$ cat src/rtl/llc_cmd_sequencer_pkg.sv
// Shared LLC definitions: bus widths, trace function codes, sequencer states
// and the snoop result encoding.
package ParameterDefinitions;
    localparam int ADDRESS_SIZE  = 32;
    localparam int FUNCTION_SIZE = 4;

    localparam int unsigned FN_RD_DATA   = 0;
    localparam int unsigned FN_WR        = 1;
    localparam int unsigned FN_RD_INSTR  = 2;
    localparam int unsigned FN_SNP_UPGR  = 3;
    localparam int unsigned FN_SNP_RD    = 4;
    localparam int unsigned FN_SNP_RDX   = 5;
    localparam int unsigned FN_SNP_RWIM  = 6;
    localparam int unsigned FN_RESET     = 8;
    localparam int unsigned FN_PRINT     = 9;

    typedef enum logic [1:0] {
        IDLE,
        DECODE,
        WAIT,
        CRST
    } seq_state_t;
endpackage

package GetSnoopResult;
    typedef enum logic [1:0] {
        HIT,
        HITM,
        NOHIT
    } snoop_result;
endpackage

$ cat src/rtl/llc_cmd_sequencer_fifo.sv
// Synchronous command FIFO; a write while full is dropped even if a read
// happens in the same cycle.
module llc_cmd_fifo #(
    parameter int WIDTH = 36,
    parameter int DEPTH = 4
) (
    input  logic                       clock,
    input  logic                       reset,
    input  logic                       wrEn,
    input  logic [WIDTH-1:0]           wrData,
    input  logic                       rdEn,
    output logic [WIDTH-1:0]           rdData,
    output logic                       full,
    output logic                       empty,
    output logic [$clog2(DEPTH+1)-1:0] count
);
    localparam int PW = $clog2(DEPTH);
    localparam int CW = $clog2(DEPTH + 1);

    logic [WIDTH-1:0] mem [DEPTH];
    logic [PW-1:0]    wrPtr;
    logic [PW-1:0]    rdPtr;
    logic             push;
    logic             pop;

    assign full   = (count == CW'(DEPTH));
    assign empty  = (count == '0);
    assign push   = wrEn && !full;
    assign pop    = rdEn && !empty;
    assign rdData = mem[rdPtr];

    always_ff @(posedge clock) begin
        if (push) begin
            mem[wrPtr] <= wrData;
        end
    end

    // Pointers wrap naturally because DEPTH is a power of two.
    always_ff @(posedge clock) begin
        if (reset) begin
            wrPtr <= '0;
            rdPtr <= '0;
            count <= '0;
        end else begin
            if (push) wrPtr <= wrPtr + PW'(1);
            if (pop)  rdPtr <= rdPtr + PW'(1);
            if (push && !pop) begin
                count <= count + CW'(1);
            end else if (pop && !push) begin
                count <= count - CW'(1);
            end
        end
    end
endmodule

$ cat src/rtl/llc_cmd_sequencer.sv
// Buffers {funct, address} trace commands and issues them one at a time to
// the LLC, holding each until done (or timeout); function 8 pulses cache_reset.
module llc_cmd_sequencer
    import GetSnoopResult::*;
#(
    parameter int ADDRESS_SIZE   = ParameterDefinitions::ADDRESS_SIZE,
    parameter int FUNCTION_SIZE  = ParameterDefinitions::FUNCTION_SIZE,
    parameter int FIFO_DEPTH     = 4,
    parameter int TIMEOUT_CYCLES = 1024
) (
    input  logic                     clock,
    input  logic                     reset,
    input  logic                     cmd_valid,
    output logic                     cmd_ready,
    input  logic [FUNCTION_SIZE-1:0] cmd_funct,
    input  logic [ADDRESS_SIZE-1:0]  cmd_addr,
    input  logic                     done,
    output logic [FUNCTION_SIZE-1:0] funct,
    output logic [ADDRESS_SIZE-1:0]  Address,
    output logic                     PrRd,
    output logic                     PrWr,
    output logic                     BusRd_in,
    output logic                     BusRdX_in,
    output logic                     BusUpgr_in,
    output snoop_result              C_in,
    output logic                     cache_reset,
    output logic                     busy,
    output logic                     illegal_err,
    output logic                     timeout_err,
    output logic [31:0]              issued_count
);
    import ParameterDefinitions::*;

    localparam int CMD_W = ADDRESS_SIZE + FUNCTION_SIZE;
    localparam int CNT_W = $clog2(FIFO_DEPTH + 1);
    localparam int WCW   = (TIMEOUT_CYCLES > 1) ? $clog2(TIMEOUT_CYCLES) : 1;

    seq_state_t               state;
    logic [FUNCTION_SIZE-1:0] curFunct;
    logic [ADDRESS_SIZE-1:0]  curAddr;
    logic [WCW-1:0]           waitCount;
    logic [4:0]               strobeReg;

    logic [CMD_W-1:0]         fifoRdData;
    logic                     fifoFull;
    logic                     fifoEmpty;
    logic [CNT_W-1:0]         fifoCount;
    logic                     fifoPop;

    logic [4:0]               decStrobe;
    logic                     decIllegal;
    logic                     decReset;
    snoop_result              snoopNext;

    assign cmd_ready = !fifoFull;
    assign busy      = (state != IDLE) || (fifoCount != '0);
    assign fifoPop   = (state == IDLE) && !fifoEmpty;
    assign {PrRd, PrWr, BusUpgr_in, BusRd_in, BusRdX_in} = strobeReg;

    llc_cmd_fifo #(
        .WIDTH (CMD_W),
        .DEPTH (FIFO_DEPTH)
    ) u_fifo (
        .clock  (clock),
        .reset  (reset),
        .wrEn   (cmd_valid),
        .wrData ({cmd_funct, cmd_addr}),
        .rdEn   (fifoPop),
        .rdData (fifoRdData),
        .full   (fifoFull),
        .empty  (fifoEmpty),
        .count  (fifoCount)
    );

    // Strobe order: {PrRd, PrWr, BusUpgr_in, BusRd_in, BusRdX_in}.
    always_comb begin
        decStrobe  = '0;
        decIllegal = 1'b0;
        decReset   = 1'b0;
        case (32'(curFunct))
            FN_RD_DATA, FN_RD_INSTR: decStrobe = 5'b10000;
            FN_WR:                   decStrobe = 5'b01000;
            FN_SNP_UPGR:             decStrobe = 5'b00100;
            FN_SNP_RD:               decStrobe = 5'b00010;
            FN_SNP_RDX, FN_SNP_RWIM: decStrobe = 5'b00001;
            FN_RESET:                decReset  = 1'b1;
            FN_PRINT:                decStrobe = '0;
            default:                 decIllegal = 1'b1;
        endcase
    end

    always_comb begin
        case (curAddr[1:0])
            2'b00:   snoopNext = HIT;
            2'b01:   snoopNext = HITM;
            default: snoopNext = NOHIT;
        endcase
    end

    always_ff @(posedge clock) begin
        if (reset) begin
            state        <= IDLE;
            curFunct     <= '0;
            curAddr      <= '0;
            waitCount    <= '0;
            strobeReg    <= '0;
            cache_reset  <= 1'b0;
            illegal_err  <= 1'b0;
            timeout_err  <= 1'b0;
            issued_count <= '0;
            funct        <= FUNCTION_SIZE'(FN_PRINT);
            Address      <= '0;
            C_in         <= NOHIT;
        end else begin
            case (state)
                IDLE: begin
                    if (!fifoEmpty) begin
                        {curFunct, curAddr} <= fifoRdData;
                        state               <= DECODE;
                    end
                end
                DECODE: begin
                    funct     <= curFunct;
                    Address   <= curAddr;
                    C_in      <= snoopNext;
                    waitCount <= '0;
                    if (decIllegal) begin
                        illegal_err  <= 1'b1;
                        issued_count <= issued_count + 32'd1;
                        state        <= IDLE;
                    end else if (decReset) begin
                        cache_reset <= 1'b1;
                        state       <= CRST;
                    end else begin
                        strobeReg <= decStrobe;
                        state     <= WAIT;
                    end
                end
                WAIT: begin
                    if (done) begin
                        strobeReg    <= '0;
                        issued_count <= issued_count + 32'd1;
                        state        <= IDLE;
                    end else if (waitCount == WCW'(TIMEOUT_CYCLES - 1)) begin
                        timeout_err  <= 1'b1;
                        strobeReg    <= '0;
                        issued_count <= issued_count + 32'd1;
                        state        <= IDLE;
                    end else begin
                        waitCount <= waitCount + WCW'(1);
                    end
                end
                CRST: begin
                    cache_reset  <= 1'b0;
                    issued_count <= issued_count + 32'd1;
                    state        <= IDLE;
                end
                default: state <= IDLE;
            endcase
        end
    end
endmodule

$ cat config.mk
export PLATFORM = sky130hd
export DESIGN_NAME = llc_cmd_sequencer
export DESIGN_NICKNAME = d
export VERILOG_FILES = /design/src/rtl/llc_cmd_sequencer_pkg.sv /design/src/rtl/llc_cmd_sequencer_fifo.sv /design/src/rtl/llc_cmd_sequencer.sv
export SDC_FILE = /design/constraint.sdc
export NUM_CORES = 1
export LEC_CHECK = 0
export ABC_AREA = 0
export CORE_ASPECT_RATIO = 1.25
export CORE_MARGIN = 4
export CORE_UTILIZATION = 55
export CTS_CLUSTER_DIAMETER = 100
export CTS_CLUSTER_SIZE = 12
export DETAILED_ROUTE_END_ITERATION = 16
export PLACE_DENSITY = 0.84
export SLEW_MARGIN = 20
export SYNTH_ARGS = -nofsm -noshare
export SYNTH_HDL_FRONTEND = slang
export SYNTH_SLANG_ARGS = --single-unit
export TNS_END_PERCENT = 1
$ cat constraint.sdc
create_clock -name clock -period 5.4 [get_ports clock]
set_clock_uncertainty 0.2 [all_clocks]
set_input_delay 1.08 -clock clock [delete_from_list [all_inputs] [get_ports clock]]
set_output_delay 1.08 -clock clock [all_outputs]
set_load 0.01 [all_outputs]
==> results.yml, run 1 <==
clock_network:
  cts_buffer_depth: 3
  cts_tree: "yes"
  clock_latency_ns: 0.52
  cts_resized: 0
  clock_sinks: 277
  root_buffer: "clkbuf_16"
  cts-hold-fix-buffers: 0
  cts_setup_buffers: 0
  numCtsBuffers: 27
  cts.clk_slew.worst_paths_ns: 0.06
  cts_htree_levels: 1
die:
  dieArea_mm2: 0.0216
  core_area_mm2: 0.0189
  start_util: 0.562
  die_w_um: 132
  dieHeight_um: 163
  fp-row-count: 56
  io-pin-count: 120
power_and_ir_drop:
  powerDensity_mw_per_mm2: 448
  p_leak_nw: 4.18
  max-vdd-ir-drop_mv: 0.292
routing:
  routed_wl_mm: 22.7
  first_pass_iters: 4
  wl_met1_mm: 9.01
  ant_nets: 0
  viasPerCell: 5.87
  wl_met3_mm: 1.47
  first_iter_violations: 458
  route.detailed.drc: 0
  vias: 7091
  dr_wl_met2_mm: 11.6
  wl_per_cell_um: 18.8
  top_layer: "met5"
logic_synthesis:
  synth_top_family_by_area: "simple AND/OR/NAND/NOR gates"
  ys.flop_type: "edfxtp_1"
  syn_area_mm2: 0.0106
  synthArstFlopShare: 0
  yosys.cell_types.count: 49
  synthAdderAreaFrac: 0.0101
  synth_compound_area_frac: 0.0686
  synth_enable_flop_cells: 144
  synth.yosys.seq_area_share: 0.657
  synth-xor-area-share: 0.0190
  synth_nets: 902
  synth_area_per_cell_um2: 12.4
  netlist_instances: 854
  synth-simple-area-share: 0.138
  yosys_warnings: 0
  synthMuxAreaShare: 0.0859
  synth_seq_cells: 277
run_status:
  status: "finished clean"
setup_path:
  cp.required_ns: 4.12
  critPathCaptureType: "primary output"
  critical-path-slowest-cell: "clkdlybuf4s50_1"
  path_cells: "nor3_1 -> nand2_1 -> clkdlybuf4s50_1"
  reg2reg_from: "state[1]$_SDFFE_PP0P_"
  cp_max_fo: 4
  startpoint: "u_fifo.count[0]$_SDFFE_PP0P_"
  cp.arrival_ns: 2.05
  cp_slowest_stage_delay_ns: 0.52
  r2r-end: "issued_count[22]$_SDFFE_PP0P_"
  worstSetupPathType: "flop to primary output"
  reg2reg_depth: 6
  crit_path_start_kind: "flop"
  rrSetupSlack_ns: 2.26
timing:
  hold_viol_final: 0
  setup_viol: 0
  finalCritPeriodShare: 0.617
  rsz0062_at_grt: "false"
  report.final.slew_viol_count: 0
  worst_slew_pin_slew_ns: 1.01
  post-route-worst-setup-slack_ns: 2.07
  min_period_ns: 3.33
  timing.hold.ws_ns: 0.253
  slew_headroom: 0.328
  tns_ns: 0
  fmax_mhz: 300
grt:
  grtUsageTotal: 0.208
  grt_max_degree: 92
  grt_pass1_vias: 7005
  grt_antenna_before_repair: 1
  grt.overflow.total: 0
  grt_pass1_wl_mm: 36.3
cells_and_area:
  final_nets: 1004
  final_cells: 1207
  nFillCells: 1358
  postLayoutCoreUtil: 0.674
  drive_gt1_frac: 0.0893
  area_delta_synth_final_pct: 20.0
placed_design:
  post-dp-hpwl_mm: 13.5
  pre_cts_slack_ns: 1.63
  io_buffers: 119
  gp_congestion: 0.848
  dp_cells: 1158
worst_hold_path:
  hold_end: "Address[28]$_SDFFE_PP0P_"
  min_path_cells: 2
  hold_start: "curAddr[28]$_SDFFE_PP0P_"
  hold_class: "flop to flop"
run:
  maxCapViolCount: 0
power breakdown:
part           leakage [nW]  switching (W)  internal (W)
Combinational          1.42       0.000746      0.000560
Clock                 0.361       0.000732      0.000934
Sequential             2.40       0.000221       0.00252
how the worst max path moves through the flow:
stage | endpoint | slack (ns) | cells after the start
2_1_floorplan | u_fifo.count[2]$_SDFFE_PP0P_ | 2.62 | 8
3_3_place_gp | issued_count[24]$_SDFFE_PP0P_ | 1.68 | 6
3_5_place_dp | issued_count[24]$_SDFFE_PP0P_ | 1.63 | 6
4_1_cts | busy | 2.07 | 3
5_1_grt | issued_count[24]$_SDFFE_PP0P_ | 1.97 | 6
6_report | busy | 2.07 | 3
registers in the layout, indices dropped and copies added, names as in the netlist, 2 cells and up:
name	flops
C_in	2
state	2
curFunct	4
funct	4
issued_count	32
u_fifo.count	3
Address	32
waitCount	10
u_fifo.rdPtr	2
curAddr	32
u_fifo.wrPtr	2
u_fifo.mem	144
strobeReg	5
synth_stat cells (2+ instances only):
| cell | number | share of area |
|---|---|---|
| dfxtp_1 | 133 | 0.25 |
| buf_2 | 5 | 0.0024 |
| or3_1 | 8 | 0.0047 |
| nand2_1 | 166 | 0.059 |
| nor4_1 | 11 | 0.0065 |
| o31ai_1 | 9 | 0.0064 |
| a21oi_1 | 97 | 0.046 |
| or4_1 | 5 | 0.0035 |
| nor3_1 | 11 | 0.0052 |
| and2_1 | 4 | 0.0024 |
| xor2_1 | 9 | 0.0074 |
| ha_1 | 7 | 0.0082 |
| o31a_1 | 2 | 0.0016 |
| mux2i_1 | 8 | 0.0075 |
| edfxtp_1 | 144 | 0.41 |
| o21ai_0 | 11 | 0.0052 |
| inv_1 | 7 | 0.0025 |
| xnor2_1 | 14 | 0.012 |
| nand3b_1 | 3 | 0.0021 |
| and4_1 | 3 | 0.0025 |
| nor4b_1 | 2 | 0.0016 |
| nand2b_1 | 9 | 0.0053 |
| and3_1 | 8 | 0.0047 |
| nor2b_1 | 4 | 0.0024 |
| o211a_1 | 2 | 0.0019 |
| nand4_1 | 16 | 0.0094 |
| clkbuf_1 | 44 | 0.016 |
| nand4b_1 | 3 | 0.0025 |
| nand3_2 | 3 | 0.0028 |
| a311oi_1 | 2 | 0.0016 |
| buf_1 | 3 | 0.0011 |
| nand3_1 | 13 | 0.0061 |
| nor2_1 | 37 | 0.013 |
| mux4_2 | 36 | 0.076 |
per-layer routing:
metal | vias to the layer above | track usage
li1 | 3320 | -
met3 | 52 | 0.0404
met1 | 3464 | 0.250
met5 | - | 0
met4 | 2 | 0.0780
met2 | 253 | 0.372
metrics by stage:
stage          cell area, um2  total power (W)
2_1_floorplan           10600          0.00361
3_3_place_gp            12000          0.00402
3_5_place_dp            12000          0.00406
4_1_cts                 12700          0.00573
5_1_grt                 12800          0.00598
6_report                12800          0.00571
critical path, delay by kind of cell (launching register included):
family                 cells  cell delay, ns
flip-flops                 1            0.35
AND/OR/NAND/NOR            2            0.65
buffers and inverters      1            0.52
logic make-up (layout without fill, tap and decap cells):
logic type | count (synthesis) | in the layout
buf+inv | 59 | 179
fa+ha+maj | 8 | 8
xor+xnor | 23 | 23
other cells | 0 | 1
flops | 277 | 277
simple gates | 311 | 311
mux | 46 | 46
compound gates | 130 | 130
area by class of cell:
class	instances	area, um2	share of cell area
timing repair buffer	125	1250	0.0983
sequential	277	6990	0.548
inverter	7	26.3	0.00206
antenna	1	2.50	0.000196
clock inverter	1	11.3	0.000883
tap	232	290	0.0228
multi-input combinational	518	3440	0.269
clock buffer	46	747	0.0586
layout by cell type (no fill, tap or decap), types with 16 or more instances in the layout:
| master | instances |
|---|---|
| nand4_1 | 16 |
| clkbuf_1 | 19 |
| edfxtp_1 | 144 |
| clkbuf_16 | 27 |
| nand2_1 | 166 |
| dfxtp_1 | 131 |
| clkdlybuf4s50_1 | 118 |
| nor2_1 | 37 |
| a21oi_1 | 97 |
| mux4_2 | 36 |
Power figures use the tool's default switching activity.
==> inputs of run 2 (changes only) <==
==> constraint.sdc (replaced) <==
create_clock -name clock -period 3.2 [get_ports clock]
set_clock_uncertainty 0.2 [all_clocks]
set_input_delay 0.64 -clock clock [delete_from_list [all_inputs] [get_ports clock]]
set_output_delay 0.64 -clock clock [all_outputs]
set_load 0.01 [all_outputs]
==> results.yml, run 2 (synthesized netlist as in run 1, its figures left out) <==
cells_and_area:
  drive_gt1_frac: 0.102
  final_common_cell: "nand2_1"
  postLayoutCoreUtil: 0.678
  area_delta_synth_final_pct: 20.7
  final_nets: 1018
  design_area_mm2: 0.0128
  largest_register: "u_fifo.mem"
  largest_reg_flops: 144
  insertedDiodeCount: 0
  final_cell_mix: "nand2_1, edfxtp_1, dfxtp_1, clkdlybuf4s50_1, a21oi_1"
timing:
  setup_viol: 0
  worst_slew_pin_slew_ns: 0.946
  report.final.slew_viol_count: 0
  fmax_mhz: 350
  min_period_ns: 2.86
  tns_ns: 0
  hold_viol_final: 0
  finalCritPeriodShare: 0.894
  slew_headroom: 0.369
  rsz0062_at_grt: "false"
  timing.hold.ws_ns: 0.251
setup_path:
  rrSetupSlack_ns: 0.46
  cp.required_ns: 2.36
  cp_max_fo: 4
  reg2reg_from: "waitCount[0]$_SDFFE_PP0P_"
  cp_slowest_stage_delay_ns: 0.51
  cp.arrival_ns: 2.02
  critPathCaptureType: "primary output"
  worstSetupPathType: "flop to primary output"
  path_cells: "nor3_1 -> nand2_1 -> clkdlybuf4s50_1"
  reg2reg_depth: 6
  crit_path_start_kind: "flop"
  r2r-end: "issued_count[29]$_SDFFE_PP0P_"
  critical-path-slowest-cell: "clkdlybuf4s50_1"
placed_design:
  io_buffers: 119
  post-dp-hpwl_mm: 13.8
  place_area_mm2: 0.0121
  gp_congestion: 0.839
grt:
  grt_pass1_vias: 6923
  grtUsageTotal: 0.203
  grt_pass1_wl_mm: 35.8
  grt_antenna_before_repair: 0
  grt.overflow.total: 0
  grt_max_degree: 95
worst_hold_path:
  hold_end: "Address[24]$_SDFFE_PP0P_"
  hold_start: "curAddr[24]$_SDFFE_PP0P_"
  min_path_cells: 2
  hold_class: "flop to flop"
power_and_ir_drop:
  power.internal_w: 0.00679
  powerDensity_mw_per_mm2: 750
  max-vdd-ir-drop_mv: 0.502
  combPwrFrac: 0.234
  seq_power_share: 0.476
  p_leak_nw: 4.25
  switching_share: 0.295
  p_sw_w: 0.00284
  power.share.clock: 0.290
clock_network:
  numCtsBuffers: 27
  cts_resized: 0
  cts-hold-fix-buffers: 0
  cts_tree: "yes"
  cts.clk_slew.worst_paths_ns: 0.06
  clock_sinks: 277
  cts_setup_buffers: 0
  cts_htree_levels: 1
  cts_buffer_depth: 3
  clock_latency_ns: 0.52
  root_buffer: "clkbuf_16"
routing:
  first_iter_violations: 515
  viasPerCell: 5.80
  routed_wl_mm: 22.1
  route.detailed.drc: 0
  ant_nets: 0
  vias: 7068
  first_pass_iters: 5
  wl_per_cell_um: 18.1
die:
  start_util: 0.562
  io-pin-count: 120
  fp-row-count: 56
  die_w_um: 132
  core_area_mm2: 0.0189
  dieHeight_um: 163
  dieArea_mm2: 0.0216
run:
  maxCapViolCount: 0
run_status:
  status: "finished clean"
run 2: cell count changes in the layout (fill, tap and decap cells not counted), sizes merged:
cell / delta
buf: +14
clkbuf: -1
diode: -1
run 2: worst max-delay path by stage:
stage	start	end	slack, ns	cells after the start
after floorplan	waitCount[0]$_SDFFE_PP0P_	issued_count[24]$_SDFFE_PP0P_	0.75	7
after global placement	cmd_valid	u_fifo.count[2]$_SDFFE_PP0P_	0.37	8
after detailed placement	cmd_valid	u_fifo.count[2]$_SDFFE_PP0P_	0.29	8
after CTS	u_fifo.count[0]$_SDFFE_PP0P_	busy	0.28	3
after global routing	waitCount[0]$_SDFFE_PP0P_	issued_count[29]$_SDFFE_PP0P_	0.26	6
final	u_fifo.count[0]$_SDFFE_PP0P_	busy	0.34	3
run 2: area by class of cell:
type	count	area (um2)
Fill cell	1342	6080
Inverter	7	26.3
Clock inverter	1	11.3
Sequential cell	277	6990
Multi-Input combinational cell	518	3440
Timing Repair Buffer	139	1340
Clock buffer	45	743
Tap cell	232	290
run 2: power groups by stage:
stage | Sequential [W] | Combinational [W] | Clock (W)
after global placement | 0.00463 | 0.00221 | 0
after global routing | 0.00464 | 0.00250 | 0.00300
after floorplan | 0.00452 | 0.00157 | 0
after CTS | 0.00459 | 0.00229 | 0.00285
final | 0.00459 | 0.00225 | 0.00279
after detailed placement | 0.00465 | 0.00227 | 0
run 2: through the flow:
step	setup WS, ns	power, W	cells
5_1_grt	0.259	0.0101	1219
6_report	0.341	0.00963	1219
3_3_place_gp	0.373	0.00684	1173
4_1_cts	0.278	0.00973	1219
3_5_place_dp	0.291	0.00693	1173
2_1_floorplan	0.754	0.00610	854
run 2: layer usage:
| layer | GRT usage | wire length [um] |
|---|---|---|
| met5 | 0 | 0 |
| met4 | 0.0600 | 454 |
| met3 | 0.0336 | 1320 |
| met2 | 0.358 | 11300 |
| met1 | 0.261 | 8980 |
run 2: worst max-delay path, delay by kind of cell, from the launching register on:
family / cells / cell delay (ns)
simple gates: 2 / 0.63
buf+inv: 1 / 0.51
flops: 1 / 0.36
==> inputs of run 3 (changes only) <==
--- a/config.mk
+++ b/config.mk
@@ -12,7 +12,10 @@
 export CTS_CLUSTER_DIAMETER = 100
 export CTS_CLUSTER_SIZE = 12
 export DETAILED_ROUTE_END_ITERATION = 16
-export PLACE_DENSITY = 0.84
+export DONT_BUFFER_PORTS = 1
+export GPL_TIMING_DRIVEN = 0
+export HOLD_SLACK_MARGIN = 0.08
+export PLACE_DENSITY = 0.76
 export SLEW_MARGIN = 20
 export SYNTH_ARGS = -nofsm -noshare
 export SYNTH_HDL_FRONTEND = slang
==> results.yml, run 3 (synthesized netlist as in run 1, its figures left out) <==
setup_path:
  critical-path-slowest-cell: "o31ai_2"
  rrSetupSlack_ns: 0.25
  cp.arrival_ns: 3.20
  cp_max_fo: 9
  cp_slowest_stage_delay_ns: 0.77
  crit_buf_inv: 0
  critPathCaptureType: "flop"
  path_delay_family: "simple AND/OR/NAND/NOR gates"
  cp.required_ns: 3.45
  path_cells: "ha_1 -> nand2_1 -> o31ai_2 -> nand4_2 -> or3b_1 -> a21oi_1"
  crit_path_start_kind: "flop"
  worstSetupPathType: "flop to flop"
run_status:
  status: "finished clean"
routing:
  vias: 6826
  first_iter_violations: 505
  ant_nets: 0
  viasPerCell: 5.84
  route.detailed.drc: 0
  first_pass_iters: 5
  wl_per_cell_um: 19.7
  routed_wl_mm: 23.0
grt:
  grt.overflow.total: 0
  grt_max_degree: 27
  grtUsageTotal: 0.213
  grt_pass1_vias: 6936
  grt_antenna_before_repair: 0
  grt_pass1_wl_mm: 36.9
power_and_ir_drop:
  powerDensity_mw_per_mm2: 785
  max-vdd-ir-drop_mv: 0.604
  p_leak_nw: 3.97
die:
  io-pin-count: 120
  dieHeight_um: 163
  core_area_mm2: 0.0189
  dieArea_mm2: 0.0216
  die_w_um: 132
  fp-row-count: 56
  start_util: 0.562
timing:
  min_period_ns: 2.95
  slew_headroom: 0.342
  worst_slew_pin_slew_ns: 0.987
  tns_ns: 0
  fmax_mhz: 339
  setup_viol: 0
  finalCritPeriodShare: 0.922
  rsz0062_at_grt: "false"
  report.final.slew_viol_count: 0
  hold_viol_final: 0
  post-route-worst-setup-slack_ns: 0.248
clock_network:
  clock_sinks: 277
  root_buffer: "clkbuf_16"
  cts_resized: 0
  cts.clk_slew.worst_paths_ns: 0.06
  cts_tree: "yes"
  clock_latency_ns: 0.53
  cts_buffer_depth: 3
  cts_htree_levels: 1
  numCtsBuffers: 27
placed_design:
  post-dp-hpwl_mm: 15.4
  gp_congestion: 0.850
  pre_cts_slack_ns: 0.193
  dp_cells: 1090
  io_buffers: 0
cells_and_area:
  final_cell_mix: "nand2_1, edfxtp_1, dfxtp_1, a21oi_1, clkbuf_1"
  nFillCells: 1392
  largest_reg_flops: 144
  final_cells: 1168
  regArea_mm2: 0.00699
  multi_input_area_mm2: 0.00342
  final_common_cell: "nand2_1"
  insertedDiodeCount: 0
  drive_gt1_frac: 0.0908
  area_delta_synth_final_pct: 14.0
  largest_register: "u_fifo.mem"
  final_nets: 970
worst_hold_path:
  hold_class: "input port to flop"
run:
  maxCapViolCount: 0
run 3: cell types whose count changed in the layout (fill, tap and decap cells not counted), moves of 5 or more:
cell | previous run | this run
clkdlybuf4s50_1 | 118 | 0
buf_2 | 0 | 5
dlygate4sd3_1 | 0 | 36
buf_4 | 21 | 0
clkbuf_1 | 18 | 57
run 3: worst paths after layout:
path | from | endpoint | cells past startpoint
max | waitCount[0]$_SDFFE_PP0P_ | issued_count[29]$_SDFFE_PP0P_ | 6
min | reset | strobeReg[4]$_SDFFE_PP0P_ | 3
max reg2reg | waitCount[0]$_SDFFE_PP0P_ | issued_count[29]$_SDFFE_PP0P_ | 6
min reg2reg | curAddr[19]$_SDFFE_PP0P_ | Address[19]$_SDFFE_PP0P_ | 2
run 3: final cells by class:
type,count,area share
Multi-Input combinational cell,518,0.282
Inverter,7,0.00217
Clock buffer,42,0.0605
Timing Repair Buffer,40,0.0370
Tap cell,232,0.0240
Sequential cell,277,0.577
Buffer,51,0.0163
Clock inverter,1,0.000930
run 3: worst reg2reg max path, cell delays in order, from the launching register on:
cell and delay (ns):
dfxtp_1 0.44, ha_1 0.28, nand2_1 0.14, o31ai_2 0.77, nand4_2 0.40, or3b_1 0.48, a21oi_1 0.18
run 3: layer usage:
layer | vias to the layer above | routed length, um | GRT usage
met2 | 222 | 11800 | 0.377
li1 | 3244 | - | -
met1 | 3317 | 8840 | 0.258
met3 | 43 | 1710 | 0.0478
met4 | 0 | 640 | 0.0714
met5 | - | 0 | 0
run 3: through the flow:
stage	utilization	cell area, um2	power [W]	hold WS [ns]
3_5_place_dp	0.582	11000	0.00674	0.244
6_report	0.640	12100	0.00950	0.135
5_1_grt	0.640	12100	0.00999	0.150
2_1_floorplan	-	10600	0.00610	0.232
4_1_cts	0.641	12100	0.00958	0.124
3_3_place_gp	0.577	10900	0.00666	0.238
run 3: power by group:
part / switching, W / total, W / internal [W]
logic: 0.00137 / 0.00218 / 0.000811
clock network: 0.00122 / 0.00278 / 0.00156
registers: 0.000296 / 0.00454 / 0.00424
run 3: timing repair:
item | in CTS | in global routing
hold buffers | 36 | 0
setup buffers | 0 | 0
setup endpoints to repair | 0 | 1
hold endpoints to repair | 144 | 0
==> RTL edit (settings of run 3) <==
The 4 states of `seq_state_t` get a one-hot encoding in 4 bits.
--- a/src/rtl/llc_cmd_sequencer_pkg.sv
+++ b/src/rtl/llc_cmd_sequencer_pkg.sv
@@ -14,11 +14,11 @@
     localparam int unsigned FN_RESET     = 8;
     localparam int unsigned FN_PRINT     = 9;
 
-    typedef enum logic [1:0] {
-        IDLE,
-        DECODE,
-        WAIT,
-        CRST
+    typedef enum logic [3:0] {
+        IDLE   = 4'b0001,
+        DECODE = 4'b0010,
+        WAIT   = 4'b0100,
+        CRST   = 4'b1000
     } seq_state_t;
 endpackage
 
Check against the original RTL: same outputs for any inputs over 4 cycles, from zero or initial values and one cycle with reset high; so few cycles prove little.
==> RTL edit against run 3 <==
- power is 3.7% lower
- sequential share of layout area is 2.1 points lower
- highest routed layer unchanged
- wire length is 5.2% higher
- die area is 4.0% higher
- cell area is 4.5% higher
- worst setup slack worse by 0.011 ns
- non-clock buffer count is 6 higher
- synthesized area is 4.2% higher
- clock power is 2% higher
- sequential cell count is 2 higher
==> RTL edit: results (changes against run 3) <==
Run status
  – Status: finished, final reports clean

Critical path
  – Worst EP arrival: 3.23 ns (+0.03 ns)
  – Critical Path Fanout Max: 10 (+1)
  – CP peak stage delay: 0.42 ns (-0.35 ns)
  – Critical-path top delay cell: clkbuf_1

Yosys
  – Synth cell count leaders: nand2_1 (169), edfxtp_1 (144), dfxtp_1 (135), a21oi_1 (102)
  – Seq/Total Area, Yosys: 0.6341 (-0.02310)
  – Syn_area_per_cell: 12.35 sq um (-0.76%)
  – Mapped Nets: 945 (+4.8%)
  – EDFF count, synth: 144 (unchanged)
  – Yosys warns: 0 (unchanged)
  – Post-synth cell types: 62 (+27%)
  – Area contributors post-synth: edfxtp_1 (39%), dfxtp_1 (24%), mux4_2 (7.3%)

Global route
  – Initial antenna violation count: 0 (unchanged)
  – Vias in the first global route: 7255 (+4.6%)
  – Largest net degree at the start of global routing: 22 (-19%)
  – GRT Util Overall: 0.2142 (+0.001553)
  – Global-route wire length before repair: 38970 um (+5.8%)

STA
  – Slew of the pin with the lowest slew margin: 1.073 ns (+0.08547 ns)
  – Tmin final: 2.963 ns (+0.01074 ns)

Placement
  – Port Buffer Count: 0 (unchanged)
  – Routability congestion estimate: 0.8508 (+0.12%)
  – DP Area: 11530 sq um (+4.7%)
  – Hpwl dp: 16680 um (+8.1%)

Power and ir drop
  – Cell leakage power: 4.046 nW (+1.8%)
  – Max VDD drop: 0.5781 mV (-4.3%)

Layout
  – Most flop-heavy register: u_fifo.mem
  – Max FFs per register: 144 (unchanged)
  – Finished Layout Cells: 1248 (+6.8%)
  – Net count, final: 1014 (+4.5%)
  – Share of layout cells above drive strength 1: 0.1160 (+0.02516)
  – # diodes: 0 (unchanged)

Route
  – Drt first pass iters: 7 (+2)
  – Drt total wl: 24180 um (+5.2%)
  – Initial drt markers: 506 (+0.20%)
  – Routed vias/inst: 5.788 (-0.97%)

Hold path
  – Hold/Removal Path Class: in -> reg

Clock tree
  – Worst-Skew Late Latency: 0.53 ns (about the same)
  – H-tree Lvls: 1 (unchanged)
  – Post-CTS Setup Inserts: 0 (unchanged)
  – CTS Buffer Depth: 3 (unchanged)
  – Clock-pin slew on the worst setup and hold paths: 0.06 ns (about the same)
  – CTS Buf Count: 27 (unchanged)
  – Clock root buffer: clkbuf_16
RTL edit: worst max-delay path, delay by kind of cell, from the launching register on:
kind                       cells  cell delay (ns)
buffers and inverters          4             0.80
adders and majority gates      2             0.64
and+or+nand+nor                3             0.57
DFF                            1             0.39
xor gates and xnor gates       1             0.15
AOI/OAI and AO/OA              1             0.14
RTL edit: worst paths after layout:
check / startpoint / endpoint / slack, ns / depth (start not counted)
max: state[1] / u_fifo.count[2] / 0.24 / 11
min reg2reg: curAddr[6] / Address[6] / 0.24 / 2
min: done / timeout_err / 0.11 / 3
max reg2reg: state[1] / u_fifo.count[2] / 0.24 / 11
RTL edit: area by class of cell:
cell class	instances	area [sq um]
plain buffers	57	275.3
fillers	1460	6959
multi-input cells	548	3741
well taps	265	331.6
repair buffers	40	470.5
inverters	13	48.80
clock buffers	44	739.5
flip-flops and latches	279	7027
clock inverters	2	20.02
RTL edit: kinds of logic after synthesis:
group,count (synthesis),share of synthesized area
compound gates,150,0.08108
xor+xnor,17,0.01344
fa+ha+maj,8,0.009711
buf+inv,70,0.02925
flops,279,0.6341
mux,46,0.08232
simple gates,327,0.1501
RTL edit: metrics by stage:
| step | hold slack [ns] | worst slack (ns) | utilization |
|---|---|---|---|
| floorplan | 0.2321 | 0.6302 | - |
| global placement | 0.2368 | 0.1975 | 0.5819 |
| detailed placement | 0.2462 | 0.1621 | 0.5878 |
| CTS | 0.1038 | 0.1445 | 0.6448 |
| global route | 0.1540 | 0.06335 | 0.6452 |
| finish | 0.1126 | 0.2373 | 0.6452 |
RTL edit: power breakdown:
| group | leakage (nW) | switching [mW] | internal [mW] |
|---|---|---|---|
| Combinational | 1.27 | 1.15 | 0.769 |
| Clock | 0.363 | 1.26 | 1.57 |
| Sequential | 2.41 | 0.201 | 4.21 |
RTL edit: what timing repair did:
item / 4_1_cts / 5_1_grt
setup endpoints to repair: 0 / 2
gates resized for setup: 0 / 1
hold endpoints to repair: 144 / 0
hold buffers: 36 / 0
RTL edit: routing by layer:
metal,global-route usage,wire length [um],up-vias,share of wire
met5,0,0,-,0
met4,0.05568,413,0,0.017
met3,0.04919,1717,27,0.071
met1,0.2669,9636,3532,0.40
li1,-,-,3435,-
met2,0.3769,12410,229,0.51
